--- config.mk ---
export PLATFORM = sky130hd
export DESIGN_NAME = iomem_arbiter
export DESIGN_NICKNAME = d
export VERILOG_FILES = /design/src/rtl/iomem_arbiter.sv
export SDC_FILE = /design/constraint.sdc
export NUM_CORES = 1
export LEC_CHECK = 0
export ABC_CLOCK_PERIOD_IN_PS = 6150
export CAP_MARGIN = 30
export CORE_AREA = 2 2 122 124
export CTS_BUF_LIST = sky130_fd_sc_hd__clkbuf_16
export CTS_CLUSTER_DIAMETER = 100
export DETAILED_ROUTE_END_ITERATION = 8
export DIE_AREA = 0 0 124 126
export PLACE_DENSITY = 0.63
export SLEW_MARGIN = 15
export SYNTH_ARGS = -nofsm -noshare
export SYNTH_HDL_FRONTEND = slang
export SYNTH_SLANG_ARGS = --single-unit
--- constraint.sdc ---
create_clock -name clk -period 6.15 [get_ports clk]
set_input_delay 1.23 -clock clk [delete_from_list [all_inputs] [get_ports clk]]
set_output_delay 1.23 -clock clk [all_outputs]
set_load 0.01 [all_outputs]
--- src/rtl/iomem_arbiter.sv ---
// iomem_arbiter: round-robin arbiter sharing one PicoRV32-style iomem slave
// between two masters (m0 = CPU, m1 = secondary bus master). A per-transaction
// watchdog forces completion if the slave never answers, so a dead peripheral
// cannot hang either master.
module iomem_arbiter #(
    parameter int          TIMEOUT       = 256,
    parameter logic [31:0] TIMEOUT_RDATA = 32'hDEAD_BEEF
) (
    input  logic        clk,
    input  logic        rst,

    input  logic        m0_valid,
    output logic        m0_ready,
    input  logic [3:0]  m0_wstrb,
    input  logic [31:0] m0_addr,
    input  logic [31:0] m0_wdata,
    output logic [31:0] m0_rdata,

    input  logic        m1_valid,
    output logic        m1_ready,
    input  logic [3:0]  m1_wstrb,
    input  logic [31:0] m1_addr,
    input  logic [31:0] m1_wdata,
    output logic [31:0] m1_rdata,

    output logic        s_valid,
    input  logic        s_ready,
    output logic [3:0]  s_wstrb,
    output logic [31:0] s_addr,
    output logic [31:0] s_wdata,
    input  logic [31:0] s_rdata,

    output logic [1:0]  grant,
    output logic        timeout_flag,
    input  logic        timeout_clr
);

    typedef enum logic {
        IDLE = 1'b0,
        BUSY = 1'b1
    } state_t;

    // Counter value on the cycle a forced completion happens; wraps harmlessly
    // when the watchdog is disabled because WDOG_EN masks the compare.
    localparam logic [15:0] LIMIT   = 16'(TIMEOUT - 1);
    localparam bit          WDOG_EN = (TIMEOUT != 0);

    state_t      state_reg;
    logic        sel_reg;
    logic        last_reg;
    logic [15:0] cnt_reg;
    logic        flag_reg;

    // Masters gathered into arrays so the owner can be selected by index.
    logic        m_valid [2];
    logic [3:0]  m_wstrb [2];
    logic [31:0] m_addr  [2];
    logic [31:0] m_wdata [2];
    logic        m_ready [2];
    logic [31:0] m_rdata [2];

    assign m_valid[0] = m0_valid;
    assign m_valid[1] = m1_valid;
    assign m_wstrb[0] = m0_wstrb;
    assign m_wstrb[1] = m1_wstrb;
    assign m_addr[0]  = m0_addr;
    assign m_addr[1]  = m1_addr;
    assign m_wdata[0] = m0_wdata;
    assign m_wdata[1] = m1_wdata;

    // Outputs are forced low while rst is high, even if the state register
    // still holds BUSY from before the reset edge.
    logic        busy;
    logic        sel_valid;
    logic        done_normal;
    logic        done_timeout;
    logic        done;
    logic [31:0] resp_rdata;

    assign busy         = (state_reg == BUSY) && !rst;
    assign sel_valid    = m_valid[sel_reg];
    assign done_normal  = busy && sel_valid && s_ready;
    // A slave answer on the very last watchdog cycle takes precedence.
    assign done_timeout = busy && sel_valid && !s_ready && WDOG_EN && (cnt_reg == LIMIT);
    assign done         = done_normal || done_timeout;
    assign resp_rdata   = done_normal ? s_rdata : TIMEOUT_RDATA;

    // Per-master response and grant; the loser always sees ready=0, rdata=0.
    genvar gi;
    generate
        for (gi = 0; gi < 2; gi++) begin : g_master
            assign m_ready[gi] = done && (sel_reg == 1'(gi));
            assign m_rdata[gi] = m_ready[gi] ? resp_rdata : 32'h0;
            assign grant[gi]   = busy && (sel_reg == 1'(gi));
        end
    endgenerate

    assign m0_ready = m_ready[0];
    assign m1_ready = m_ready[1];
    assign m0_rdata = m_rdata[0];
    assign m1_rdata = m_rdata[1];

    assign s_valid      = busy && sel_valid;
    assign s_wstrb      = busy ? m_wstrb[sel_reg] : 4'h0;
    assign s_addr       = busy ? m_addr[sel_reg]  : 32'h0;
    assign s_wdata      = busy ? m_wdata[sel_reg] : 32'h0;
    assign timeout_flag = flag_reg && !rst;

    // Arbitration FSM, watchdog counter and sticky timeout flag.
    always_ff @(posedge clk) begin
        if (rst) begin
            state_reg <= IDLE;
            sel_reg   <= 1'b0;
            last_reg  <= 1'b1;
            cnt_reg   <= 16'h0;
            flag_reg  <= 1'b0;
        end else begin
            if (done_timeout) begin
                flag_reg <= 1'b1;
            end else if (timeout_clr) begin
                flag_reg <= 1'b0;
            end

            case (state_reg)
                IDLE: begin
                    if (m_valid[0] || m_valid[1]) begin
                        state_reg <= BUSY;
                        cnt_reg   <= 16'h0;
                        // On a tie the master that was served last yields.
                        sel_reg   <= (m_valid[0] && m_valid[1]) ? ~last_reg : m_valid[1];
                    end
                end
                BUSY: begin
                    if (!sel_valid) begin
                        state_reg <= IDLE;
                    end else if (done) begin
                        state_reg <= IDLE;
                        last_reg  <= sel_reg;
                    end else begin
                        cnt_reg <= cnt_reg + 16'h1;
                    end
                end
                default: state_reg <= IDLE;
            endcase
        end
    end

endmodule

==> results of run 1 <==
==> worst paths after layout <==
check | startpoint | to | depth (start not counted)
setup reg to reg | state_reg$_SDFF_PP0_ | cnt_reg[14]$_SDFFE_PP0P_ | 4
hold / removal | cnt_reg[7]$_SDFFE_PP0P_ | cnt_reg[7]$_SDFFE_PP0P_ | 2
hold reg to reg | cnt_reg[7]$_SDFFE_PP0P_ | cnt_reg[7]$_SDFFE_PP0P_ | 2
setup / recovery | rst | m0_rdata[3] | 7
==> layer usage <==
layer / global-route usage [%] / part of all wire [%] / vias to the layer above
met5: 0 / 0 / -
met4: 5.09 / 2.0 / 0
met3: 4.98 / 9.5 / 25
met2: 35.3 / 48 / 233
met1: 24.7 / 40 / 1885
li1: - / - / 2009
==> stage by stage <==
step	instance area (um2)	utilization [%]	power, mW	instances
after CTS	6190	43.2	0.578	862
after detailed placement	6110	42.7	0.439	858
final	6200	43.3	0.578	863
after global routing	6200	43.3	0.605	863
after floorplan	2900	-	0.244	394
after global placement	6110	42.7	0.436	858
==> power by group through the flow <==
stage / Combinational, mW / Sequential (mW) / Clock [mW]
after CTS: 0.297 / 0.139 / 0.142
after floorplan: 0.109 / 0.135 / 0
after global routing: 0.317 / 0.140 / 0.148
after global placement: 0.294 / 0.142 / 0
final: 0.296 / 0.140 / 0.142
after detailed placement: 0.296 / 0.142 / 0
==> layout make-up <==
| type | instances | area, um2 | share of cell area [%] |
|---|---|---|---|
| Clock inverter | 1 | 3.75 | 0.0606 |
| Inverter | 13 | 48.8 | 0.787 |
| Timing Repair Buffer | 321 | 3190 | 51.4 |
| Clock buffer | 3 | 75.1 | 1.21 |
| Tap cell | 184 | 230 | 3.71 |
| Multi-Input combinational cell | 321 | 2250 | 36.3 |
| Sequential cell | 20 | 404 | 6.52 |
==> tightest hold or removal path: cells and delay by family (launching register included) <==
family                 cells  cell delay [ns]
flip-flops                 1             0.33
AO/OA/AOI/OAI              1             0.06
buffers and inverters      1             0.06
==> cells in the mapped netlist (2+ instances only) <==
cell        n  area [um2]
nor4_2      2        25.0
inv_1      13        48.8
nor2b_1     4        25.0
nand2_1    11        41.3
mux2i_1    69         691
a31oi_1     3        18.8
and3_2      2        15.0
and3_1     11        68.8
buf_2      13        65.1
clkbuf_2    2        10.0
nor2_1     76         285
and2_1      9        56.3
o211ai_1    3        22.5
a211oi_1    2        15.0
and4_1      4        35.0
o21ai_0     4        20.0
buf_1       2        7.51
nor4_1      3        18.8
a22oi_1     2        15.0
dfxtp_1    20         400
a21oi_1     2        10.0
buf_6       2        22.5
buf_4       3        22.5
or4_1       2        15.0
o21a_1     48         360
nand3b_1    3        22.5
clkbuf_1   16        60.1
nand4b_1    3        26.3
nand3_1    14        70.1
a41oi_1     6        52.6
o2111ai_1  10        87.6
nand4_1     5        31.3
o31ai_1     2        15.0
nor3_1      4        20.0
==> cells by family (layout without fill, tap and decap cells) <==
logic type      Yosys count  count (layout)  share of synthesized area [%]
compound gates           91              91                           24.5
fa+ha+maj                 1               1                          0.432
buf+inv                  53             338                           8.89
flops                    20              20                           13.8
mux                      70              70                           24.2
simple gates            159             159                           28.1
==> run summary, run 1 <==
Worst setup margin = 0.899 ns
Core ar. = 0.0143 mm2
CP top delay family = buffers and inverters
Min Hold Slack = 0.506 ns
Setup CP Type = in2out
Sw Share = 31.1%
Rows = 44
CTS max path bufs = 2
Internal = 0.398 mW
Max IR drop VDD = 86.1 uV
Worst EP required = 4.92 ns
CP dominant cell by count = clkdlybuf4s50_1
Routed WL = 16.8 mm
# port buffers = 311
1st-iter DRT viols = 153
Hold Buf Count CTS = 0
Post_cts resized = 0
Vias/cell = 4.81
Die width = 124 um
Vias in the first global route = 4178
Clock latency on the worst-skew pair = 0.26 ns
YS warnings = 0
Post-CTS Setup Repair Bufs = 0
Total grt overflow = 0
Layout cells sized above 1 = 3.98%
Combinational share of power = 51.2%
Antenna Nets Post-Route = 0
Syn avg cell area = 7.35 um2
Mapped Nets = 569
Initial antenna violation count = 0
Total track usage = 20.3%
FF-to-FF setup slack = 3.96 ns
DR vias = 4152
H-tree Lvls = 1
Area delta synth->final = 114%
Ant diodes = 0
Unrepaired setup endpoints after global routing = false
CP max FO = 25
Tcrit/Tclk final = 85.4%
Max reg flops = 16
Least-Margin Pin Slew = 0.877 ns
Slew Limit Fails = 0
Drt first pass iters = 4
DR DRC count = 0
Status = completed
Worst Hold Class = reg2reg
Power Density = 93.2 mW/mm2
CP startpoint kind = primary input
Post-synth ARST share = 0%
Clock Sinks = 20
Achievable clock frequency = 190 MHz
TNS Setup = 0 ns
Sequential share of the synthesized area = 13.8%
Initial Utilization = 20.2%
Buf+Inv Stages, Crit Path = 3
Fin. Hold Viols = 0
Final setup fails = 0
CP peak stage delay = 0.65 ns
Commonest non-fill, non-tap cell in the layout = clkdlybuf4s50_1
Die Ht = 126 um
Pin count of the biggest net entering global routing = 57
Fin crit period = 5.25 ns
Synthesis-stage register bit count = 20
TritonCTS buffer count = 3
Flop pwr share = 24.2%
Library cells used by synthesis = 53
Switching pwr = 0.179 mW
Reg clk slew, reported paths = 0.06 ns
Number of synthesized flops with an enable pin = 0
CP Capture Type = output port
Clk root buf = clkbuf_16
Die area = 0.0156 mm2
Post-Place Setup Slack = 0.914 ns
Routed wire per std cell = 19.5 um
Routability cong. = 0.970
DP Wirelength = 14.1 mm
Total of max-cap violations = 0
FILL cells = 1476
First-pass GRT wire length = 24.0 mm
Clk pwr share = 24.6%
Slew HR = 41.5%
Synth Instances = 394
Nets@finish = 855
Cell area after synthesis = 0.00290 mm2
Setup Skew = 0.00629 ns
CTS tree = done
Top FF cell, synth = dfxtp_1
Crit path DAT = 4.02 ns
Leakage power = 2.16 nW
I/O pins = 312
Most frequent cells in the layout = 311 x clkdlybuf4s50_1, 76 x nor2_1, 69 x mux2i_1
CP Cell Sequence = clkdlybuf4s50_1 > nor2b_1 > nand2_1 > nor3_4 > buf_4 > o21a_1 > clkdlybuf4s50_1
Slowest CP cell = clkdlybuf4s50_1
Note: power is estimated with default switching activity, not from simulation.
==> inputs of run 2 (changes only) <==
Settings changed: SETUP_SLACK_MARGIN from default to 0.02.
==> results of run 2 <==
No change in the layout: final DEF, timing and power equal those of run 1.
